## config.mk

```make
export PLATFORM = sky130hd
export DESIGN_NAME = ps2_rx
export DESIGN_NICKNAME = d
export VERILOG_FILES = /design/src/rtl/ps2_rx.sv
export SDC_FILE = /design/constraint.sdc
export NUM_CORES = 1
export LEC_CHECK = 0
export CORE_MARGIN = 2
export CORE_UTILIZATION = 45
export CTS_CLUSTER_SIZE = 25
export DETAILED_ROUTE_END_ITERATION = 8
export PLACE_DENSITY = 0.68
export SLEW_MARGIN = 0
export SYNTH_ARGS = -nofsm -noshare
export SYNTH_HDL_FRONTEND = slang
export SYNTH_SLANG_ARGS = --single-unit
```

## constraint.sdc

```tcl
create_clock -name clk -period 1.8 [get_ports clk]
set_clock_uncertainty 0.15 [all_clocks]
set_input_delay 0.27 -clock clk [delete_from_list [all_inputs] [get_ports clk]]
set_output_delay 0.27 -clock clk [all_outputs]
set_load 0.01 [all_outputs]
```

## src/rtl/ps2_rx.sv

```systemverilog
// PS/2 device-to-host receiver: synchronizer, clock glitch filter, 11-bit frame FSM.
// Optional frame watchdog built only when PS2_RX_WATCHDOG_EN is defined.
module ps2_rx #(
    parameter int FILTER_LEN     = 8,
    parameter int TIMEOUT_CYCLES = 50000
) (
    input  logic       clk,
    input  logic       reset,
    input  logic       ps2_clk,
    input  logic       ps2_data,
    output logic [7:0] data,
    output logic       valid,
    output logic       error
);
    localparam logic [0:0] IDLE = 1'b0;
    localparam logic [0:0] RECV = 1'b1;

    logic                  clk_s1, clk_s2, dat_s1, dat_s2;
    logic [FILTER_LEN-1:0] taps;
    logic                  filt;
    logic                  sample;
    logic [0:0]            state;
    logic [3:0]            cnt;
    logic [8:0]            sr;
    logic [9:0]            frame_next;
    logic                  good;
    logic                  timeout;

    always_ff @(posedge clk) begin
        if (reset) begin
            clk_s1 <= 1'b1;
            clk_s2 <= 1'b1;
            dat_s1 <= 1'b1;
            dat_s2 <= 1'b1;
        end else begin
            clk_s1 <= ps2_clk;
            clk_s2 <= clk_s1;
            dat_s1 <= ps2_data;
            dat_s2 <= dat_s1;
        end
    end

    // Filtered level only moves once every tap agrees; mixed taps hold it.
    always_ff @(posedge clk) begin
        if (reset) begin
            taps <= '1;
            filt <= 1'b1;
        end else begin
            taps <= {taps[FILTER_LEN-2:0], clk_s2};
            if (taps == '0)
                filt <= 1'b0;
            else if (&taps)
                filt <= 1'b1;
        end
    end

    assign sample     = filt & (taps == '0);
    assign frame_next = {dat_s2, sr};
    // frame_next = {stop, parity, d7..d0} on the closing event
    assign good       = (^frame_next[8:0]) & frame_next[9];

`ifdef PS2_RX_WATCHDOG_EN
    localparam int TW = $clog2(TIMEOUT_CYCLES + 1);
    logic [TW-1:0] tmo;

    always_ff @(posedge clk) begin
        if (reset || state != RECV || sample)
            tmo <= '0;
        else
            tmo <= tmo + TW'(1);
    end

    assign timeout = (state == RECV) && !sample && (tmo == TW'(TIMEOUT_CYCLES - 1));
`else
    localparam int unused_timeout_cycles = TIMEOUT_CYCLES;
    assign timeout = 1'b0;
`endif

    always_ff @(posedge clk) begin
        if (reset) begin
            state <= IDLE;
            cnt   <= 4'd0;
            sr    <= '0;
            data  <= 8'h00;
            valid <= 1'b0;
            error <= 1'b0;
        end else begin
            valid <= 1'b0;
            error <= 1'b0;
            case (state)
                IDLE: begin
                    if (sample && !dat_s2) begin
                        state <= RECV;
                        cnt   <= 4'd1;
                    end
                end
                default: begin
                    if (sample) begin
                        sr <= frame_next[9:1];
                        if (cnt == 4'd10) begin
                            state <= IDLE;
                            cnt   <= 4'd0;
                            if (good) begin
                                data  <= frame_next[7:0];
                                valid <= 1'b1;
                            end else begin
                                error <= 1'b1;
                            end
                        end else begin
                            cnt <= cnt + 4'd1;
                        end
                    end else if (timeout) begin
                        state <= IDLE;
                        cnt   <= 4'd0;
                        error <= 1'b1;
                    end
                end
            endcase
        end
    end
endmodule

```

==> flow_results.xml, run 1 <==
<?xml version="1.0" encoding="UTF-8"?>
<metrics>
  <group name="floorplan">
    <metric name="ios" unit="">14</metric>
    <metric name="core_region_area" unit="um2">3130</metric>
    <metric name="initial_utilization" unit="">0.481</metric>
    <metric name="num_rows" unit="">20</metric>
    <metric name="die_footprint" unit="um2">3820</metric>
    <metric name="die_w" unit="um">61.8</metric>
    <metric name="die_h" unit="um">61.8</metric>
  </group>
  <group name="sta">
    <metric name="finalCritPeriodShare" unit="">1.10</metric>
    <metric name="maxSlewHeadroom" unit="">0.754</metric>
    <metric name="hold_violations" unit="">0</metric>
    <metric name="postLayoutSetupSlackWorst" unit="ns">-0.178</metric>
    <metric name="hold-worst-slack" unit="ns">0.268</metric>
    <metric name="tightest_slew" unit="ns">0.368</metric>
    <metric name="timing.final.crit_period" unit="ns">1.98</metric>
    <metric name="accumulated_negative_setup_slack" unit="ns">-2.04</metric>
    <metric name="rsz0062_at_grt" unit="">true</metric>
    <metric name="final_max_slew_viol_count" unit="">0</metric>
    <metric name="setup_violations" unit="">22</metric>
    <metric name="max_clock_freq" unit="MHz">506</metric>
  </group>
  <group name="drt">
    <metric name="dr_wl_cell" unit="um">13.0</metric>
    <metric name="dr_total_vias" unit="">1192</metric>
    <metric name="initialDrtViolationCount" unit="">50</metric>
    <metric name="post_drt_via_cell_ratio" unit="">5.16</metric>
    <metric name="drt-total-wl" unit="um">3010</metric>
    <metric name="remaining_drc_errors" unit="">0</metric>
    <metric name="postRouteAntennaNets" unit="">0</metric>
    <metric name="first_pass_iters" unit="">4</metric>
  </group>
  <group name="critical_path">
    <metric name="max_fo_critical_path" unit="">6</metric>
    <metric name="worstSetupEndpointType" unit="">flop</metric>
    <metric name="timing.critical_path.arrival" unit="ns">2.11</metric>
    <metric name="cp_dominant_cell_by_count" unit="">or4_4</metric>
    <metric name="crit_slowest_cell" unit="">or4_4</metric>
    <metric name="setup.reg_to_reg.worst_slack" unit="ns">-0.18</metric>
    <metric name="worstPathRequired" unit="ns">1.94</metric>
    <metric name="setup.worst_path.class" unit="">reg -&gt; reg</metric>
    <metric name="critical_path.startpoint_type" unit="">flop</metric>
    <metric name="critical_path.max_stage_delay" unit="ns">0.59</metric>
    <metric name="cp-startpoint" unit="">taps[1]$_SDFF_PP1_</metric>
    <metric name="crit_chain" unit="">or4_4 &gt; nor2_8 &gt; nand3_4 &gt; or4_4 &gt; a21oi_2</metric>
    <metric name="r2r_start" unit="">taps[1]$_SDFF_PP1_</metric>
  </group>
  <group name="clock_network">
    <metric name="cts_max_level" unit="">2</metric>
    <metric name="max-clock-path-buffers" unit="">2</metric>
    <metric name="cts.root.buffer_cell" unit="">clkbuf_4</metric>
    <metric name="clk_transition_reported_paths" unit="ns">0.11</metric>
    <metric name="cts_num_sinks" unit="">37</metric>
    <metric name="cts-buffers-inserted" unit="">5</metric>
    <metric name="tritoncts" unit="">yes</metric>
    <metric name="clock_insertion_delay_worst_skew" unit="ns">0.34</metric>
  </group>
  <group name="run_status">
    <metric name="failed_checks" unit="">setup timing</metric>
    <metric name="status" unit="">finished, violations left</metric>
  </group>
  <group name="hold_path">
    <metric name="min_from" unit="">dat_s1$_SDFF_PP1_</metric>
    <metric name="worstHoldPathType" unit="">reg -&gt; reg</metric>
  </group>
  <group name="layout">
    <metric name="multi_input_area" unit="um2">773</metric>
    <metric name="fill_cells" unit="">280</metric>
    <metric name="cell_area_after_layout" unit="um2">1940</metric>
    <metric name="areaGrowthSynthToFinish" unit="%">29.1</metric>
    <metric name="diode_count" unit="">0</metric>
    <metric name="regArea" unit="um2">746</metric>
    <metric name="final_util" unit="">0.621</metric>
    <metric name="post_route_cells_drive_above_1_share" unit="">0.326</metric>
    <metric name="final_nets" unit="">193</metric>
  </group>
  <group name="logic_synthesis">
    <metric name="ys_seq_elements" unit="">37</metric>
    <metric name="netlist.area_leader.share" unit="">0.492</metric>
    <metric name="ys_warn_count" unit="">0</metric>
    <metric name="synthDistinctLibCells" unit="">32</metric>
    <metric name="ys_seq_area_frac" unit="">0.492</metric>
    <metric name="synth_area_per_cell" unit="um2">9.97</metric>
    <metric name="yosysTopAreaCell" unit="">dfxtp_1</metric>
    <metric name="synthesis.instances" unit="">151</metric>
    <metric name="synth_flop_cell" unit="">dfxtp_1</metric>
    <metric name="synth-edff-count" unit="">0</metric>
    <metric name="syn-num-nets" unit="">157</metric>
    <metric name="yosys-top-cells-area" unit="">dfxtp_1 (49%), mux2i_1 (6.0%), or2_2 (5.0%)</metric>
    <metric name="mappedNetlistArea" unit="um2">1510</metric>
    <metric name="synthArstFlopShare" unit="">0</metric>
  </group>
  <group name="placement">
    <metric name="routabilityCongestion" unit="">0.771</metric>
    <metric name="detailedPlacementHpwl" unit="um">2070</metric>
    <metric name="postPlaceCellArea" unit="um2">1800</metric>
    <metric name="port_buffers" unit="">13</metric>
  </group>
  <group name="flow_run">
    <metric name="maxCapViolCount" unit="">0</metric>
  </group>
  <group name="power_and_ir_drop">
    <metric name="power_density" unit="nW/um2">673</metric>
    <metric name="max-vdd-ir-drop" unit="mV">0.421</metric>
    <metric name="leakage" unit="nW">0.804</metric>
  </group>
  <group name="global_route">
    <metric name="overflow" unit="">0</metric>
    <metric name="grt_antenna_before_repair" unit="">0</metric>
    <metric name="grt_max_degree" unit="">22</metric>
    <metric name="grt_first_pass_wirelength" unit="um">4820</metric>
    <metric name="gr-usage-all-layers" unit="">0.179</metric>
    <metric name="via_count_of_the_first_global_routing_pass" unit="">1073</metric>
  </group>
</metrics>
-- final timing paths --
check                        end  cells past startpoint
min reg2reg    dat_s2$_SDFF_PP1_                      1
max          cnt[2]$_SDFFE_PP0P_                      5
max reg2reg  cnt[2]$_SDFFE_PP0P_                      5
min            dat_s2$_SDFF_PP1_                      1
-- power by group --
group          switching, mW  internal, mW  leakage, nW  total, mW
sequential           0.00233         0.824        0.300      0.826
clock                  0.264         0.184       0.0314      0.448
combinational         0.0182        0.0161        0.472     0.0343
total                  0.284          1.02        0.804       1.31
-- critical path: cells and delay by family, from the launching register on --
kind	cells	cell delay, ns
DFF	1	0.33
and+or+nand+nor	4	1.30
AOI/OAI and AO/OA	1	0.14
-- flip-flops by register name, indices dropped and copies added, names as in the netlist, 4 cells and up --
name / count
sr: 9
taps: 8
data: 8
cnt: 4
-- placed cells by master (no fill, tap or decap), drive strengths merged, types with 2 or more instances in the layout --
cell type       n
dfxtp          37
nand3           3
nand4          11
clkdlybuf4s50  13
nand2           7
inv             2
or3             3
a21oi          14
or2            12
clkbuf          7
nor2           14
ha              2
or4             3
xor2            2
mux2i           9
buf            23
xnor2           5
o21ai          11
-- synth_stat cells, types with 3 or more instances --
library cell and n:
or2_2 12, nor2_1 13, a21oi_1 14, dfxtp_1 37, clkbuf_1 3, nand2_1 7, mux2i_1 9, xnor2_1 4
o21ai_0 11, or3_1 3, nand4_1 11
-- kinds of logic (layout without fill, tap and decap cells) --
logic type	count (synthesis)	in the layout	share of synthesized area
muxes	9	9	0.0599
xor gates and xnor gates	8	8	0.0607
buffers and inverters	9	45	0.0324
and+or+nand+nor	58	58	0.241
adders and majority gates	2	2	0.0166
AOI/OAI and AO/OA	28	28	0.0973
DFF	37	37	0.492
-- layer usage --
metal	up-vias	wire [um]	track usage
met2	24	1430	0.269
met1	558	1390	0.224
li1	601	-	-
met3	9	126	0.0725
met5	-	0	0
met4	0	62	0.0851
-- timing repair --
| item | CTS | global route |
|---|---|---|
| hold buffers | 0 | 0 |
| pin swaps | 9 | 8 |
| setup buffers | 1 | 2 |
| resized for setup | 5 | 13 |
| setup endpoints to repair | 22 | 23 |
-- layout make-up --
class | instances | area share
clock buffers | 7 | 0.0283
multi-input cells | 105 | 0.398
well taps | 44 | 0.0283
repair buffers | 36 | 0.158
inverters | 2 | 0.00386
flip-flops and latches | 37 | 0.384
-- metrics by stage --
stage	cells	setup WS, ns	power (mW)
3_5_place_dp	221	-0.161	0.878
4_1_cts	229	-0.145	1.31
2_1_floorplan	151	-0.0609	0.864
3_3_place_gp	221	-0.0948	0.877
5_1_grt	231	-0.234	1.36
6_report	231	-0.178	1.31
Note: power is estimated with default switching activity, not from simulation.
==> run 2, diff against run 1 <==
--- a/config.mk
+++ b/config.mk
@@ -9,6 +9,7 @@
 export CORE_UTILIZATION = 45
 export CTS_CLUSTER_SIZE = 25
 export DETAILED_ROUTE_END_ITERATION = 8
+export MAX_ROUTING_LAYER = met4
 export PLACE_DENSITY = 0.68
 export SLEW_MARGIN = 0
 export SYNTH_ARGS = -nofsm -noshare
==> run 2 against run 1 <==
The run still ends with setup timing left; core utilization unchanged; critical path depth stayed put; worst hold slack barely moved; final cell count did not move; global-route usage up 0.69 points; sequential power is essentially flat; count of clock-buffer cells in the layout stayed put; clock power about the same; die area unchanged; first-iteration DRC count up 10%; critical path type unchanged; non-clock buffer count unchanged; cell area is the same.
==> flow_results.xml, run 2 (synthesized netlist as in run 1, its figures left out) <==
<?xml version="1.0" encoding="UTF-8"?>
<metrics>
  <group name="drt">
    <metric name="initialDrtViolationCount" unit="">55</metric>
    <metric name="postRouteAntennaNets" unit="">0</metric>
    <metric name="dr_total_vias" unit="">1185</metric>
    <metric name="drt-total-wl" unit="um">3000</metric>
    <metric name="post_drt_via_cell_ratio" unit="">5.13</metric>
    <metric name="first_pass_iters" unit="">4</metric>
    <metric name="dr_wl_cell" unit="um">13.0</metric>
    <metric name="remaining_drc_errors" unit="">0</metric>
  </group>
  <group name="clock_network">
    <metric name="tritoncts" unit="">yes</metric>
    <metric name="clock_insertion_delay_worst_skew" unit="ns">0.34</metric>
    <metric name="cts.root.buffer_cell" unit="">clkbuf_4</metric>
    <metric name="cts_num_sinks" unit="">37</metric>
    <metric name="max-clock-path-buffers" unit="">2</metric>
    <metric name="clk_transition_reported_paths" unit="ns">0.11</metric>
    <metric name="cts_max_level" unit="">2</metric>
    <metric name="cts_hold_fix_bufs" unit="">0</metric>
    <metric name="cts-buffers-inserted" unit="">5</metric>
  </group>
  <group name="placement">
    <metric name="detailedPlacementHpwl" unit="um">2070</metric>
    <metric name="routabilityCongestion" unit="">0.781</metric>
    <metric name="port_buffers" unit="">13</metric>
    <metric name="postPlaceCellArea" unit="um2">1800</metric>
  </group>
  <group name="critical_path">
    <metric name="timing.critical_path.arrival" unit="ns">2.11</metric>
    <metric name="crit-reg2reg-capture" unit="">cnt[2]$_SDFFE_PP0P_</metric>
    <metric name="r2r.worst_path.cells" unit="">5</metric>
    <metric name="worstSetupEndpointType" unit="">flop</metric>
    <metric name="critical_path.startpoint_type" unit="">flop</metric>
    <metric name="worstPathRequired" unit="ns">1.94</metric>
    <metric name="r2r_start" unit="">taps[1]$_SDFF_PP1_</metric>
    <metric name="setup.worst_path.class" unit="">reg -&gt; reg</metric>
    <metric name="max_fo_critical_path" unit="">6</metric>
    <metric name="setup.reg_to_reg.worst_slack" unit="ns">-0.18</metric>
  </group>
  <group name="layout">
    <metric name="regArea" unit="um2">746</metric>
    <metric name="diode_count" unit="">0</metric>
    <metric name="top_regs" unit="">sr (9), data (8), taps (8)</metric>
    <metric name="registers.top_by_ff_count" unit="">sr</metric>
    <metric name="layout.cells.most_common_list" unit="">dfxtp_1 (33), buf_4 (22), a21oi_1 (13), clkdlybuf4s50_1 (13)</metric>
    <metric name="final_common_cell" unit="">dfxtp_1</metric>
    <metric name="largest_reg_flops" unit="">9</metric>
    <metric name="final_util" unit="">0.621</metric>
    <metric name="post_route_cells_drive_above_1_share" unit="">0.326</metric>
    <metric name="final_nets" unit="">193</metric>
    <metric name="cell_area_after_layout" unit="um2">1940</metric>
    <metric name="fill_cells" unit="">280</metric>
    <metric name="areaGrowthSynthToFinish" unit="%">29.1</metric>
    <metric name="multi_input_area" unit="um2">773</metric>
  </group>
  <group name="flow_run">
    <metric name="maxCapViolCount" unit="">0</metric>
  </group>
  <group name="global_route">
    <metric name="grt_max_degree" unit="">22</metric>
    <metric name="grt_antenna_before_repair" unit="">0</metric>
    <metric name="grt_first_pass_wirelength" unit="um">4820</metric>
    <metric name="overflow" unit="">0</metric>
    <metric name="gr-usage-all-layers" unit="">0.186</metric>
    <metric name="via_count_of_the_first_global_routing_pass" unit="">1075</metric>
  </group>
  <group name="hold_path">
    <metric name="worstHoldPathType" unit="">reg -&gt; reg</metric>
    <metric name="min_from" unit="">dat_s1$_SDFF_PP1_</metric>
    <metric name="number_of_instances_on_the_worst_hold_path" unit="">1</metric>
    <metric name="worst_hold_path_ep" unit="">dat_s2$_SDFF_PP1_</metric>
  </group>
  <group name="floorplan">
    <metric name="ios" unit="">14</metric>
    <metric name="core_region_area" unit="um2">3130</metric>
    <metric name="num_rows" unit="">20</metric>
    <metric name="die_w" unit="um">61.8</metric>
    <metric name="die_h" unit="um">61.8</metric>
    <metric name="initial_utilization" unit="">0.481</metric>
    <metric name="die_footprint" unit="um2">3820</metric>
  </group>
  <group name="sta">
    <metric name="hold_violations" unit="">0</metric>
    <metric name="setup_violations" unit="">22</metric>
    <metric name="tightest_slew" unit="ns">0.368</metric>
    <metric name="final_max_slew_viol_count" unit="">0</metric>
    <metric name="timing.final.crit_period" unit="ns">1.98</metric>
    <metric name="finalCritPeriodShare" unit="">1.10</metric>
    <metric name="rsz0062_at_grt" unit="">true</metric>
    <metric name="max_clock_freq" unit="MHz">506</metric>
    <metric name="maxSlewHeadroom" unit="">0.753</metric>
    <metric name="postLayoutSetupSlackWorst" unit="ns">-0.176</metric>
  </group>
  <group name="power_and_ir_drop">
    <metric name="total_power" unit="mW">1.31</metric>
    <metric name="leakage" unit="nW">0.804</metric>
    <metric name="max-vdd-ir-drop" unit="mV">0.421</metric>
    <metric name="power_density" unit="nW/um2">674</metric>
  </group>
  <group name="run_status">
    <metric name="status" unit="">finished, violations left</metric>
    <metric name="failed_checks" unit="">setup timing</metric>
  </group>
</metrics>
[run 2: layout make-up]
class | count | area share
multi-input cells | 105 | 0.398
flip-flops and latches | 37 | 0.384
well taps | 44 | 0.0283
inverters | 2 | 0.00386
clock buffers | 7 | 0.0283
repair buffers | 36 | 0.158
[run 2: where the power goes]
part,switching [mW],internal (mW)
sequential,0.00228,0.824
combinational,0.0182,0.0161
clock,0.264,0.184
[run 2: routing by layer]
| metal | GRT usage | share of wire | vias to the layer above |
|---|---|---|---|
| li1 | - | - | 602 |
| met1 | 0.224 | 0.47 | 554 |
| met2 | 0.269 | 0.47 | 22 |
| met3 | 0.0787 | 0.040 | 7 |
| met4 | 0.0851 | 0.020 | 0 |
| met5 | - | 0 | - |
[run 2: how the worst max path moves through the flow]
stage	from	endpoint	slack, ns	cells after the start
global placement	taps[4]$_SDFF_PP1_	cnt[2]$_SDFFE_PP0P_	-0.09	5
detailed placement	sr[8]$_SDFFE_PP0P_	data[7]$_SDFFE_PP0P_	-0.16	5
CTS	taps[3]$_SDFF_PP1_	cnt[2]$_SDFFE_PP0P_	-0.14	5
floorplan	taps[4]$_SDFF_PP1_	cnt[2]$_SDFFE_PP0P_	-0.06	5
global route	taps[1]$_SDFF_PP1_	cnt[2]$_SDFFE_PP0P_	-0.23	5
finish	taps[1]$_SDFF_PP1_	cnt[2]$_SDFFE_PP0P_	-0.18	5
[run 2: through the flow]
| stage | hold slack (ns) | setup TNS [ns] | setup WS (ns) | std cells |
|---|---|---|---|---|
| 3_5_place_dp | 0.244 | -1.58 | -0.161 | 221 |
| 2_1_floorplan | 0.224 | -0.0609 | -0.0609 | 151 |
| 3_3_place_gp | 0.249 | -0.633 | -0.0948 | 221 |
| 4_1_cts | 0.268 | -0.985 | -0.145 | 229 |
| 5_1_grt | 0.295 | -3.79 | -0.234 | 231 |
| 6_report | 0.268 | -2.01 | -0.176 | 231 |
[run 2: what timing repair did]
action / CTS / global route
setup endpoints to repair: 22 / 23
pin swaps: 9 / 8
buffers inserted: 1 / 2
gates resized for setup: 5 / 13
[run 2: critical path, stage by stage, from the launching register on]
cell and delay [ns]:
dfxtp_1 0.32, or4_4 0.59, nor2_8 0.17, nand3_4 0.10, or4_4 0.44, a21oi_2 0.14
==> run 3, diff against run 2 <==
--- a/config.mk
+++ b/config.mk
@@ -10,7 +10,8 @@
 export CTS_CLUSTER_SIZE = 25
 export DETAILED_ROUTE_END_ITERATION = 8
 export MAX_ROUTING_LAYER = met4
-export PLACE_DENSITY = 0.68
+export PLACE_DENSITY = 0.65
+export RECOVER_POWER = 50
 export SLEW_MARGIN = 0
 export SYNTH_ARGS = -nofsm -noshare
 export SYNTH_HDL_FRONTEND = slang
==> constraint.sdc (replaced) <==
create_clock -name clk -period 2.4 [get_ports clk]
set_clock_uncertainty 0.15 [all_clocks]
set_input_delay 0.36 -clock clk [delete_from_list [all_inputs] [get_ports clk]]
set_output_delay 0.36 -clock clk [all_outputs]
set_load 0.01 [all_outputs]
==> run 3 against run 2 <==
The run now ends clean; total power decreased by 28%; register-to-register slack better by 0.55 ns; sequential share of layout area up 4.6 points; combinational power shrank 35%; global-route usage shrank 1.8 points; sequential power fell by 25%; final cell count shrank 8.2%; critical endpoint is now data[2]$_SDFFE_PP0P_.
==> flow_results.xml, run 3 (synthesized netlist as in run 1, its figures left out) <==
<?xml version="1.0" encoding="UTF-8"?>
<metrics>
  <group name="run_status">
    <metric name="status" unit="">finished, final reports clean</metric>
  </group>
  <group name="floorplan">
    <metric name="core_region_area" unit="um2">3130</metric>
    <metric name="initial_utilization" unit="">0.481</metric>
    <metric name="die_h" unit="um">61.8</metric>
    <metric name="die_footprint" unit="um2">3820</metric>
    <metric name="num_rows" unit="">20</metric>
    <metric name="ios" unit="">14</metric>
    <metric name="die_w" unit="um">61.8</metric>
  </group>
  <group name="power_and_ir_drop">
    <metric name="leakage" unit="nW">0.733</metric>
    <metric name="power_density" unit="nW/um2">550</metric>
    <metric name="max-vdd-ir-drop" unit="mV">0.362</metric>
  </group>
  <group name="clock_network">
    <metric name="cts.root.buffer_cell" unit="">clkbuf_4</metric>
    <metric name="clk_transition_reported_paths" unit="ns">0.11</metric>
    <metric name="cts-buffers-inserted" unit="">5</metric>
    <metric name="cts_max_level" unit="">2</metric>
    <metric name="cts_repair_resize_count" unit="">0</metric>
    <metric name="clock_insertion_delay_worst_skew" unit="ns">0.34</metric>
    <metric name="tritoncts" unit="">yes</metric>
    <metric name="cts_setup_buffers" unit="">0</metric>
    <metric name="cts_num_sinks" unit="">37</metric>
    <metric name="max-clock-path-buffers" unit="">2</metric>
    <metric name="cts_hold_fix_bufs" unit="">0</metric>
  </group>
  <group name="layout">
    <metric name="regArea" unit="um2">741</metric>
    <metric name="fill_cells" unit="">292</metric>
    <metric name="layout.cells.most_common_list" unit="">dfxtp_1 (37), a21oi_1 (14), nor2_1 (13)</metric>
    <metric name="multi_input_area" unit="um2">716</metric>
    <metric name="largest_reg_flops" unit="">9</metric>
    <metric name="final_util" unit="">0.551</metric>
    <metric name="registers.top_by_ff_count" unit="">sr</metric>
    <metric name="post_route_cells_drive_above_1_share" unit="">0.167</metric>
    <metric name="diode_count" unit="">0</metric>
    <metric name="top_regs" unit="">sr (9), data (8), taps (8)</metric>
    <metric name="areaGrowthSynthToFinish" unit="%">14.5</metric>
    <metric name="final_common_cell" unit="">dfxtp_1</metric>
    <metric name="final_nets" unit="">173</metric>
  </group>
  <group name="hold_path">
    <metric name="number_of_instances_on_the_worst_hold_path" unit="">1</metric>
    <metric name="worstHoldPathType" unit="">reg -&gt; reg</metric>
  </group>
  <group name="sta">
    <metric name="hold-worst-slack" unit="ns">0.269</metric>
    <metric name="accumulated_negative_setup_slack" unit="ns">0</metric>
    <metric name="timing.final.crit_period" unit="ns">2.02</metric>
    <metric name="finalCritPeriodShare" unit="">0.844</metric>
    <metric name="rsz0062_at_grt" unit="">false</metric>
    <metric name="final_max_slew_viol_count" unit="">0</metric>
    <metric name="max_clock_freq" unit="MHz">494</metric>
    <metric name="tightest_slew" unit="ns">0.590</metric>
    <metric name="setup_violations" unit="">0</metric>
    <metric name="hold_violations" unit="">0</metric>
    <metric name="postLayoutSetupSlackWorst" unit="ns">0.375</metric>
    <metric name="maxSlewHeadroom" unit="">0.605</metric>
  </group>
  <group name="global_route">
    <metric name="overflow" unit="">0</metric>
    <metric name="grt_first_pass_wirelength" unit="um">4370</metric>
    <metric name="gr-usage-all-layers" unit="">0.167</metric>
    <metric name="grt_antenna_before_repair" unit="">0</metric>
    <metric name="grt_max_degree" unit="">21</metric>
    <metric name="via_count_of_the_first_global_routing_pass" unit="">1012</metric>
  </group>
  <group name="drt">
    <metric name="postRouteAntennaNets" unit="">0</metric>
    <metric name="first_pass_iters" unit="">4</metric>
    <metric name="drt-total-wl" unit="um">2570</metric>
    <metric name="post_drt_via_cell_ratio" unit="">5.18</metric>
    <metric name="dr_total_vias" unit="">1099</metric>
    <metric name="initialDrtViolationCount" unit="">99</metric>
    <metric name="remaining_drc_errors" unit="">0</metric>
    <metric name="dr_wl_cell" unit="um">12.1</metric>
  </group>
  <group name="critical_path">
    <metric name="crit_chain" unit="">xnor2_1 &gt; xnor3_1 &gt; xor2_1 &gt; o21ai_0 &gt; a21oi_1</metric>
    <metric name="crit_slowest_cell" unit="">xnor3_1</metric>
    <metric name="crit_cells" unit="">5</metric>
    <metric name="timing.critical_path.arrival" unit="ns">2.15</metric>
    <metric name="timing.critical_path.buf_inv" unit="">0</metric>
    <metric name="setup.worst_path.class" unit="">reg -&gt; reg</metric>
    <metric name="critical-path-top-delay-family" unit="">XOR/XNOR gates</metric>
    <metric name="worstSetupEndpointType" unit="">flop</metric>
    <metric name="critical_path.startpoint_type" unit="">flop</metric>
    <metric name="max_fo_critical_path" unit="">8</metric>
    <metric name="setup.reg_to_reg.worst_slack" unit="ns">0.38</metric>
    <metric name="worstPathRequired" unit="ns">2.52</metric>
    <metric name="critical_path.max_stage_delay" unit="ns">0.47</metric>
    <metric name="r2r.worst_path.cells" unit="">5</metric>
  </group>
  <group name="placement">
    <metric name="detailedPlacementHpwl" unit="um">1860</metric>
    <metric name="port_buffers" unit="">13</metric>
    <metric name="dp_worst_setup_slack" unit="ns">0.417</metric>
    <metric name="routabilityCongestion" unit="">0.746</metric>
  </group>
  <group name="flow_run">
    <metric name="maxCapViolCount" unit="">0</metric>
  </group>
</metrics>
-- run 3: worst register-to-register path: stages (launching register included) --
cell	delay, ns
dfxtp_1	0.43
xnor2_1	0.14
xnor3_1	0.47
xor2_1	0.45
o21ai_0	0.17
a21oi_1	0.14
-- run 3: report_power, final --
part           internal [mW]  switching, mW  total [mW]  leakage [nW]
logic                0.00953         0.0126      0.0222         0.401
clock network          0.112          0.195       0.306        0.0320
registers              0.618        0.00163       0.619         0.299
-- run 3: path summary, 6_finish.rpt --
check	endpoint	start
worst max-delay path	data[2]$_SDFFE_PP0P_	sr[6]$_SDFFE_PP0P_
worst min-delay path	dat_s2$_SDFF_PP1_	dat_s1$_SDFF_PP1_
worst max register to register	data[2]$_SDFFE_PP0P_	sr[6]$_SDFFE_PP0P_
worst min register to register	dat_s2$_SDFF_PP1_	dat_s1$_SDFF_PP1_
-- run 3: metal layers --
metal  wire length, um  part of all wire  global-route usage  vias to the layer above
met4                50             0.019              0.0821                        0
met5                 0                 0                   -                        -
met3               128             0.050              0.0745                        4
li1                  -                 -                   -                      561
met1              1290              0.50               0.199                      509
met2              1100              0.43               0.241                       25
-- run 3: layout make-up --
type	count	share of cell area
Clock buffer	6	0.0240
Clock inverter	2	0.00581
Inverter	2	0.00436
Multi-Input combinational cell	105	0.415
Sequential cell	37	0.430
Tap cell	44	0.0320
Timing Repair Buffer	16	0.0886
-- run 3: per-stage QoR --
step	instances	instance area [um2]	power, mW
floorplan	151	1510	0.648
global placement	204	1670	0.655
detailed placement	204	1670	0.656
CTS	212	1720	0.955
global route	212	1720	0.988
finish	212	1720	0.948
